File: src/rtl/csr_file.sv
// Machine-mode CSR file for the RV32 core: CSRRW/CSRRS/CSRRC access, trap state,
// 64-bit mcycle/minstret counters and illegal-access detection.
module csr_file #(
  parameter logic [31:0] HART_ID     = 32'h0,
  parameter logic [31:0] MTVEC_RST   = 32'h0000_0000,
  parameter int          COUNTER_EN  = 1,
  parameter int          SCRATCH_NUM = 1
) (
  input  logic        clk,
  input  logic        reset_n,
  input  logic [1:0]  csr_op,
  input  logic [11:0] csr_addr,
  input  logic [31:0] csr_wdata,
  output logic [31:0] csr_rdata,
  output logic        csr_illegal,
  input  logic        trap_valid,
  input  logic [31:0] trap_pc,
  input  logic [31:0] trap_cause,
  input  logic [31:0] trap_tval,
  input  logic        mret_valid,
  input  logic        instret_inc,
  output logic [31:0] mtvec_o,
  output logic [31:0] mepc_o,
  output logic        mie_o
);

  typedef enum logic [1:0] {
    OP_NONE = 2'b00,
    OP_RW   = 2'b01,
    OP_RS   = 2'b10,
    OP_RC   = 2'b11
  } csr_op_e;

  localparam logic [11:0] CSR_MSTATUS   = 12'h300;
  localparam logic [11:0] CSR_MTVEC     = 12'h305;
  localparam logic [11:0] CSR_MSCRATCH  = 12'h340;
  localparam logic [11:0] CSR_MEPC      = 12'h341;
  localparam logic [11:0] CSR_MCAUSE    = 12'h342;
  localparam logic [11:0] CSR_MTVAL     = 12'h343;
  localparam logic [11:0] CSR_MCYCLE    = 12'hB00;
  localparam logic [11:0] CSR_MINSTRET  = 12'hB02;
  localparam logic [11:0] CSR_MCYCLEH   = 12'hB80;
  localparam logic [11:0] CSR_MINSTRETH = 12'hB82;
  localparam logic [11:0] CSR_MVENDORID = 12'hF11;
  localparam logic [11:0] CSR_MARCHID   = 12'hF12;
  localparam logic [11:0] CSR_MIMPID    = 12'hF13;
  localparam logic [11:0] CSR_MHARTID   = 12'hF14;

  csr_op_e op;
  assign op = csr_op_e'(csr_op);

  logic        mie, mpie;
  logic [31:0] mtvec, mepc, mcause, mtval;
  logic [31:0] mscratch [SCRATCH_NUM];
  logic [63:0] mcycle, minstret;

  logic [31:0]            mstatus_rd;
  logic [31:0]            rd_val;
  logic                   impl;
  logic [SCRATCH_NUM-1:0] scr_hit;
  logic                   write_try;
  logic                   read_only;
  logic                   illegal;
  logic                   csr_we;
  logic [31:0]            wr_data;

  // MPP is hard-wired to machine mode; only MIE and MPIE are stored.
  assign mstatus_rd = {19'd0, 2'b11, 3'd0, mpie, 3'd0, mie, 3'd0};

  // NOTE: every signal gets a default before the case so no latch is inferred.
  always_comb begin : decode
    rd_val  = '0;
    impl    = 1'b1;
    scr_hit = '0;
    case (csr_addr)
      CSR_MSTATUS:   rd_val = mstatus_rd;
      CSR_MTVEC:     rd_val = mtvec;
      CSR_MEPC:      rd_val = mepc;
      CSR_MCAUSE:    rd_val = mcause;
      CSR_MTVAL:     rd_val = mtval;
      CSR_MCYCLE:    rd_val = mcycle[31:0];
      CSR_MCYCLEH:   rd_val = mcycle[63:32];
      CSR_MINSTRET:  rd_val = minstret[31:0];
      CSR_MINSTRETH: rd_val = minstret[63:32];
      CSR_MVENDORID,
      CSR_MARCHID,
      CSR_MIMPID:    rd_val = '0;
      CSR_MHARTID:   rd_val = HART_ID;
      default: begin
        // Extra scratch slots overlapping mepc/mcause/mtval are shadowed by
        // the named cases above and therefore never reachable.
        impl = 1'b0;
        for (int i = 0; i < SCRATCH_NUM; i++) begin
          if (csr_addr == CSR_MSCRATCH + 12'(i)) begin
            impl       = 1'b1;
            rd_val     = mscratch[i];
            scr_hit[i] = 1'b1;
          end
        end
      end
    endcase
  end

  // RS/RC with a zero operand is a pure read: no write attempt, no side effect.
  assign write_try = (op == OP_RW) || ((op != OP_NONE) && (csr_wdata != '0));
  assign read_only = (csr_addr[11:10] == 2'b11);
  assign illegal   = (op != OP_NONE) && (!impl || (read_only && write_try));
  assign csr_we    = write_try && !illegal && !trap_valid && !mret_valid;

  assign csr_illegal = illegal;
  assign csr_rdata   = (op != OP_NONE) ? rd_val : '0;

  always_comb begin : write_value
    case (op)
      OP_RW:   wr_data = csr_wdata;
      OP_RS:   wr_data = rd_val | csr_wdata;
      OP_RC:   wr_data = rd_val & ~csr_wdata;
      default: wr_data = rd_val;
    endcase
  end

  // NOTE: sequential state uses non-blocking assignments so every register
  // samples pre-edge values regardless of process ordering.
  always_ff @(posedge clk or negedge reset_n) begin
    if (!reset_n) begin
      mie    <= 1'b0;
      mpie   <= 1'b0;
      mtvec  <= MTVEC_RST & ~32'd3;
      mepc   <= '0;
      mcause <= '0;
      mtval  <= '0;
    end else if (trap_valid) begin
      mepc   <= trap_pc & ~32'd3;
      mcause <= trap_cause;
      mtval  <= trap_tval;
      mpie   <= mie;
      mie    <= 1'b0;
    end else if (mret_valid) begin
      mie    <= mpie;
      mpie   <= 1'b1;
    end else if (csr_we) begin
      case (csr_addr)
        CSR_MSTATUS: begin
          mie  <= wr_data[3];
          mpie <= wr_data[7];
        end
        CSR_MTVEC:  mtvec  <= wr_data & ~32'd3;
        CSR_MEPC:   mepc   <= wr_data & ~32'd3;
        CSR_MCAUSE: mcause <= wr_data;
        CSR_MTVAL:  mtval  <= wr_data;
        default: ;
      endcase
    end
  end

  // NOTE: the scratch array is a handful of flops, so it is reset like any
  // other register rather than treated as an unreset RAM.
  always_ff @(posedge clk or negedge reset_n) begin
    if (!reset_n) begin
      for (int i = 0; i < SCRATCH_NUM; i++) mscratch[i] <= '0;
    end else begin
      for (int i = 0; i < SCRATCH_NUM; i++) begin
        if (csr_we && scr_hit[i]) mscratch[i] <= wr_data;
      end
    end
  end

  generate
    if (COUNTER_EN != 0) begin : g_cnt
      logic [63:0] mcycle_nxt, minstret_nxt;

      // A CSR write to one half replaces that counter's increment; the other
      // half holds its old value with no carry.
      always_comb begin
        mcycle_nxt   = mcycle + 64'd1;
        minstret_nxt = minstret + 64'(instret_inc);
        if (csr_we) begin
          case (csr_addr)
            CSR_MCYCLE:    mcycle_nxt   = {mcycle[63:32], wr_data};
            CSR_MCYCLEH:   mcycle_nxt   = {wr_data, mcycle[31:0]};
            CSR_MINSTRET:  minstret_nxt = {minstret[63:32], wr_data};
            CSR_MINSTRETH: minstret_nxt = {wr_data, minstret[31:0]};
            default: ;
          endcase
        end
      end

      always_ff @(posedge clk or negedge reset_n) begin
        if (!reset_n) begin
          mcycle   <= '0;
          minstret <= '0;
        end else begin
          mcycle   <= mcycle_nxt;
          minstret <= minstret_nxt;
        end
      end
    end else begin : g_no_cnt
      assign mcycle   = '0;
      assign minstret = '0;
    end
  endgenerate

  assign mtvec_o = mtvec;
  assign mepc_o  = mepc;
  assign mie_o   = mie;

endmodule
File: config.mk
export PLATFORM = sky130hd
export DESIGN_NAME = csr_file
export DESIGN_NICKNAME = d
export VERILOG_FILES = /design/src/rtl/csr_file.sv
export SDC_FILE = /design/constraint.sdc
export NUM_CORES = 1
export LEC_CHECK = 0
export ABC_AREA = 0
export CAP_MARGIN = 20
export CORE_ASPECT_RATIO = 2
export CORE_MARGIN = 2
export CORE_UTILIZATION = 40
export DETAILED_ROUTE_END_ITERATION = 7
export DONT_BUFFER_PORTS = 1
export PLACE_DENSITY = 0.6
export SLEW_MARGIN = 20
export SYNTH_ARGS = -nofsm -noshare
export SYNTH_HDL_FRONTEND = slang
export SYNTH_SLANG_ARGS = --single-unit
File: constraint.sdc
create_clock -name clk -period 2.73 [get_ports clk]
set_clock_uncertainty 0.05 [all_clocks]
set_input_delay 0.1365 -clock clk [delete_from_list [all_inputs] [get_ports clk]]
set_output_delay 0.1365 -clock clk [all_outputs]
set_load 0.03 [all_outputs]
* Yosys cells after proc, flatten, opt, wreduce, memory -nomap -nowiden
Cells that the tools add are included.
Word-level totals: bits in registers 288, bits of input ports 147, output and inout port bits 98, word-level logic and storage cells 100
Operators by class: add/sub/neg operators 2, equal/unequal tests 23, multiplexer cells 31, bitwise operators 5, reduce and logical (&&, ||, !) cells 28
Operators with widths (number):
- 32-bit 2-to-1 mux | 14
- 32-bit one-hot mux with 10 select lines | 1
- 64-bit one-hot mux with 2 select lines | 2
- 64-bit 2-to-1 mux | 2
- 12-bit == test (second input constant) | 8
- 32-bit one-hot mux with 3 select lines | 1
- 12-bit by 10-bit == test with 1-bit output (second input constant) | 6
- 64-bit by 1-bit adder with 64-bit output | 1
- 64-bit by 1-bit adder with 64-bit output (second input constant) | 1
- 32-bit bitwise AND | 1
- 32-bit inverter | 1
- 32-bit OR | 1
- 32-bit nonzero test | 1
- 13-bit OR reduction | 1
- 1-bit 2-to-1 mux | 11
- 2-bit inequality test (second input constant) | 5
- 2-bit nonzero test | 5
- 3-bit AND reduction | 3
- 1-bit logical AND | 7
- 2-bit == test (second input constant) | 3
- 3-bit nonzero test | 2
- 1-bit zero test | 4
- 4-bit AND reduction | 1
- 4-bit OR reduction | 1
- 4 further kinds | 6

* Longest topological paths before layout
word-level depth 13, depth in mapped cells 11, depth with buffers taken out 9

* Worst setup path after synthesis
No wires, ideal clock.
path type reg-to-reg, start register minstret[29], end register minstret[50], setup time 0.120 ns, arrival 2.347 ns, data required time 2.560 ns, path slack 0.213 ns, stages on the path, launching flop included 10, buffers on the path 2, cells stage by stage dfrtp_1 > clkbuf_1 > nand4_1 > nor4_1 > and4_1 > and3_1 > clkbuf_1 > nor2b_1 > nand3_1 > o211a_1
On the way: word-level cells in the longest chain between the ends 3
RTL lines:
- start: declaration | line 55 | logic [63:0] mcycle, minstret;
- start signal: assignment | line 194 | minstret <= minstret_nxt;
- 64-bit by 1-bit adder with 64-bit output * | line 176 | minstret_nxt = minstret + 64'(instret_inc);
- 64-bit one-hot mux with 2 select lines | line 178 | case (csr_addr)
- 64-bit 2-to-1 mux * | line 177 | if (csr_we) begin
Every way passes the cells marked *; elsewhere a longest branch is shown, timed or not. A chain may end at the register's enable or synchronous reset.

* Worst setup path after layout
start input port csr_wdata[10], end register mepc[26], in the netlist mepc_o[26]
On the way: word-level cells in the longest chain between the ends 12
RTL lines:
- start: declaration | line 13 | input logic [31:0] csr_wdata,
- 32-bit nonzero test * | line 105 | assign write_try = (op == OP_RW) || ((op != OP_NONE) && (csr_wdata != '0));
- 1-bit logical AND * | line 105
- 1-bit logical OR * | line 105
- 1-bit logical AND | line 107 | assign illegal = (op != OP_NONE) && (!impl || (read_only && write_try));
- 1-bit logical OR | line 107
- 1-bit logical AND | line 107
- 1-bit zero test | line 108 | assign csr_we = write_try && !illegal && !trap_valid && !mret_valid;
- 1-bit logical AND * (3 in series) | line 108
- 2-bit nonzero test (no source line) *
- 3-bit AND reduction (no source line) *
- end signal: assignment | line 133 | mepc <= trap_pc & ~32'd3;
- end signal: assignment | line 148 | CSR_MEPC: mepc <= wr_data & ~32'd3;
- end: declaration | line 53 | logic [31:0] mtvec, mepc, mcause, mtval;
Marked as above.

==> flow_summary_export.csv <==
group,metric,value,unit
synthesis,synth-edff-count,0,
routing,drt-total-wl,102000,um
setup_path,worst_setup_path_end_kind,"flip-flop",
placed_design,io_buffers,0,
setup_path,critPathArrivalTime,3160,ps
run,cap_violations,0,
floorplanning,die_h,303,um
sta,rsz0062_at_grt,"yes",
power_and_ir_drop,p_leak,10.1,nW
sta,fin_crit,2730,ps
status,outcome,"finished with violations",
placed_design,dp_cells,2810,
cells_and_area,seqCellArea,7160,um2
synthesis,synth.area.top_cells,"dfrtp_1 40%, a22oi_1 5.1%, o21ai_0 4.8%",
routing,firstDrtPassIters,6,
placed_design,hpwl,75600,um
synthesis,dominantRegCellSynth,"dfrtp_1",
routing,drtAntennaViolNets,0,
cts,clk-insertion-delay-late,610,ps
cells_and_area,final_cells,3042,
setup_path,crit_type,"input port to flip-flop",
sta,timing.hold.ws,-810,ps
floorplanning,io_pins,245,
synthesis,ys_async_sr_fraction,100,%
cells_and_area,fin_nets,2609,
power_and_ir_drop,ir_worst_vdd,0.720,mV
setup_path,crit_chain,"nand2b_1 -> nor4_2 -> buf_4 -> nor2_1 -> nand2_1 -> buf_4 -> a22oi_1 -> o21ai_0 -> dlygate4sd3_1",
synthesis,synth_area_leader_cell,"dfrtp_1",
synthesis,synth_area,17800,um2
floorplanning,num_rows,109,
hold_path,hp-class,"input port to async pin",
cts,cts_root_buf,"clkbuf_16",
floorplanning,core,44100,um2
sta,relSlewSlack,23.5,%
sta,drv_slew,0,
floorplanning,die_area,46400,um2
cts,clk_pin_slew,70,ps
global_routing,grt_pass1_wl,144000,um
routing,post_drt_wl_per_cell,33.6,um
setup_path,reg2reg_from,"mepc_o[16]",
power_and_ir_drop,power_density,450,nW/um2
synthesis,ys_warn_count,0,
power_and_ir_drop,total_power,10.8,mW
cts,clk_path_buf_depth,3,
setup_path,critPathRequiredTime,3160,ps
routing,via_count,20439,
synthesis,syn_area_per_cell,8.72,um2
status,violations,"negative hold slack",
cts,cts_tree,"done",
cts,cts_hold_buffers,172,
synthesis,synth_top_area_share,40.1,%
global_routing,grt_use_total,42.9,%
sta,max_freq,367,MHz
routing,drc,0,
synthesis,netlist_instances,2045,
sta,tns,0,ps
routing,viasPerCell,6.72,
routing,dr.first_iter.drc_count,2444,
setup_path,cp_top_family,"simple AND/OR/NAND/NOR gates",
sta,hold_violations,286,
setup_path,crit_path_start_kind,"input port",
cts,cts_buffers,29,
global_routing,antenna_found_initial,5,
cells_and_area,drive_gt1_share,21.0,%
setup_path,cpMostUsedCell,"buf_4",
sta,finalSetupViolCount,0,
floorplanning,die_w,153,um
floorplanning,start_util,40.5,%
sta,tightest_slew,1150,ps
global_routing,overflow,0,
setup_path,crit_fanout,15,
synthesis,synth-seq-cells,286,
global_routing,grt_pass1_vias,20349,
setup_path,slowest_stage,"nor2_1",
synthesis,ys_seq_area_share,40.1,%
cts,cts_max_level,1,
global_routing,grt_max_degree,287,
sta,timing.final.crit_share,99.9,%
synthesis,synth_cell_type_count,87,
cells_and_area,fillers,4111,
placed_design,place.gp.congestion,0.989,
setup_path,cp_slowest_stage_delay,720,ps
cells_and_area,syn_to_final_growth,34.5,%
setup_path,path_buf_inv,3,
cells_and_area,multi_input_area,10100,um2
setup_path,cp-startpoint,"csr_wdata[10]",
cts,cts.sink_count,286,
[cells in the mapped netlist (10+ instances only)]
cell and count:
dfrtp_1 286, nand2_1 191, o21ai_0 171, nor2_1 158, a21oi_1 134, a22oi_1 121
clkbuf_1 94, nand3_1 85, mux2i_1 68, nor3_1 54, buf_2 51, and3_1 49
nand4_1 48, nor4_1 43, xnor2_1 43, xor2_1 28, a22o_1 26, nor2b_1 26
mux2_2 23, o22ai_1 19, o211ai_1 16, o221ai_1 16, a222oi_1 15, inv_1 15
a211oi_1 14, and4_1 14, a31oi_1 13, buf_1 13, a221oi_1 11, or4_1 11
o211a_1 10, or3_1 10
[layer usage]
layer | routed length [um] | GRT usage [%]
met1 | 35300 | 48.5
met2 | 49100 | 72.7
met3 | 8500 | 8.20
met4 | 9200 | 30.4
met5 | 23 | 0
[path summary, 6_finish.rpt]
| check | end | slack (ps) | depth (start not counted) |
|---|---|---|---|
| setup reg to reg | mcause[16] | 40 | 9 |
| max in group asynchronous | mcycle[59] | 2500 | 0 |
| min in group clk | minstret[54] | 10 | 4 |
| hold reg to reg | mcause[19] | 460 | 2 |
| setup / recovery | mepc_o[26] | 4 | 9 |
| hold / removal | mcause[11] | -810 | 0 |
[metrics by stage]
step / instance area (um2) / util (%) / setup WS (ps)
3_5_place_dp: 21100 / 47.9 / 6.55
2_1_floorplan: 17800 / - / 213
4_1_cts: 23900 / 54.2 / -34.8
5_1_grt: 24000 / 54.4 / -2.54
6_report: 24000 / 54.4 / 4.01
3_3_place_gp: 21100 / 47.9 / 34.3
[flip-flops by register name, indices dropped and copies added, names as in the netlist, 30 cells and up]
signal / count
mcause: 32
mcycle: 64
mepc_o: 30
minstret: 64
mscratch: 32
mtval: 32
mtvec_o: 30
[what timing repair did]
action                     CTS  global route
setup endpoints to repair    2            33
hold endpoints to repair   493           286
pin swaps                    1             4
resized for setup            4            27
gates cloned                 0             0
setup buffers                0             1
[placed cells by master (no fill, tap or decap), types with 28 or more instances in the layout]
| master | netlist | layout |
|---|---|---|
| nor4_1 | 43 | 37 |
| a21oi_1 | 134 | 134 |
| o21ai_0 | 171 | 170 |
| xnor2_1 | 43 | 43 |
| nor2_1 | 158 | 154 |
| buf_4 | 4 | 338 |
| a22oi_1 | 121 | 120 |
| clkbuf_16 | 0 | 29 |
| buf_12 | 0 | 33 |
| nand3_1 | 85 | 84 |
| and3_1 | 49 | 46 |
| dlygate4sd3_1 | 0 | 170 |
| xor2_1 | 28 | 28 |
| nor3_1 | 54 | 49 |
| mux2i_1 | 68 | 65 |
| dfrtp_1 | 286 | 281 |
| nand2_1 | 191 | 190 |
| nand4_1 | 48 | 48 |
[cells by family (layout without fill, tap and decap cells)]
logic type      after synthesis  in the layout  share of synthesized area, %
xor+xnor                     71             71                          3.49
buf+inv                     179            613                          4.25
simple gates                750            750                          21.4
fa+ha+maj                     3              3                         0.211
mux                          94             94                          5.65
compound gates              661            661                          24.8
other cells                   1              9                        0.0210
flops                       286            286                          40.1
[area by class of cell]
cell class	instances	share of cell area (%)
Multi-Input combinational cell	1583	42.1
Sequential cell	286	29.9
Timing Repair Buffer	543	20.6
Clock buffer	39	3.56
Tap cell	555	2.90
Clock inverter	15	0.673
Inverter	16	0.250
Antenna cell	5	0.0522
[report_power, final]
group	internal [mW]	switching, mW	leakage [nW]
clock	2.40	1.99	0.478
combinational	0.746	0.860	5.98
sequential	4.47	0.328	3.62
total	7.61	3.18	10.1
[worst reg2reg max path: cells and delay by family (launching register included)]
| family | cells | cell delay (ps) |
|---|---|---|
| compound gates | 4 | 680 |
| buf+inv | 3 | 980 |
| flops | 1 | 490 |
| mux | 1 | 300 |
| simple gates | 1 | 80 |
Note: power is estimated with default switching activity, not from simulation.
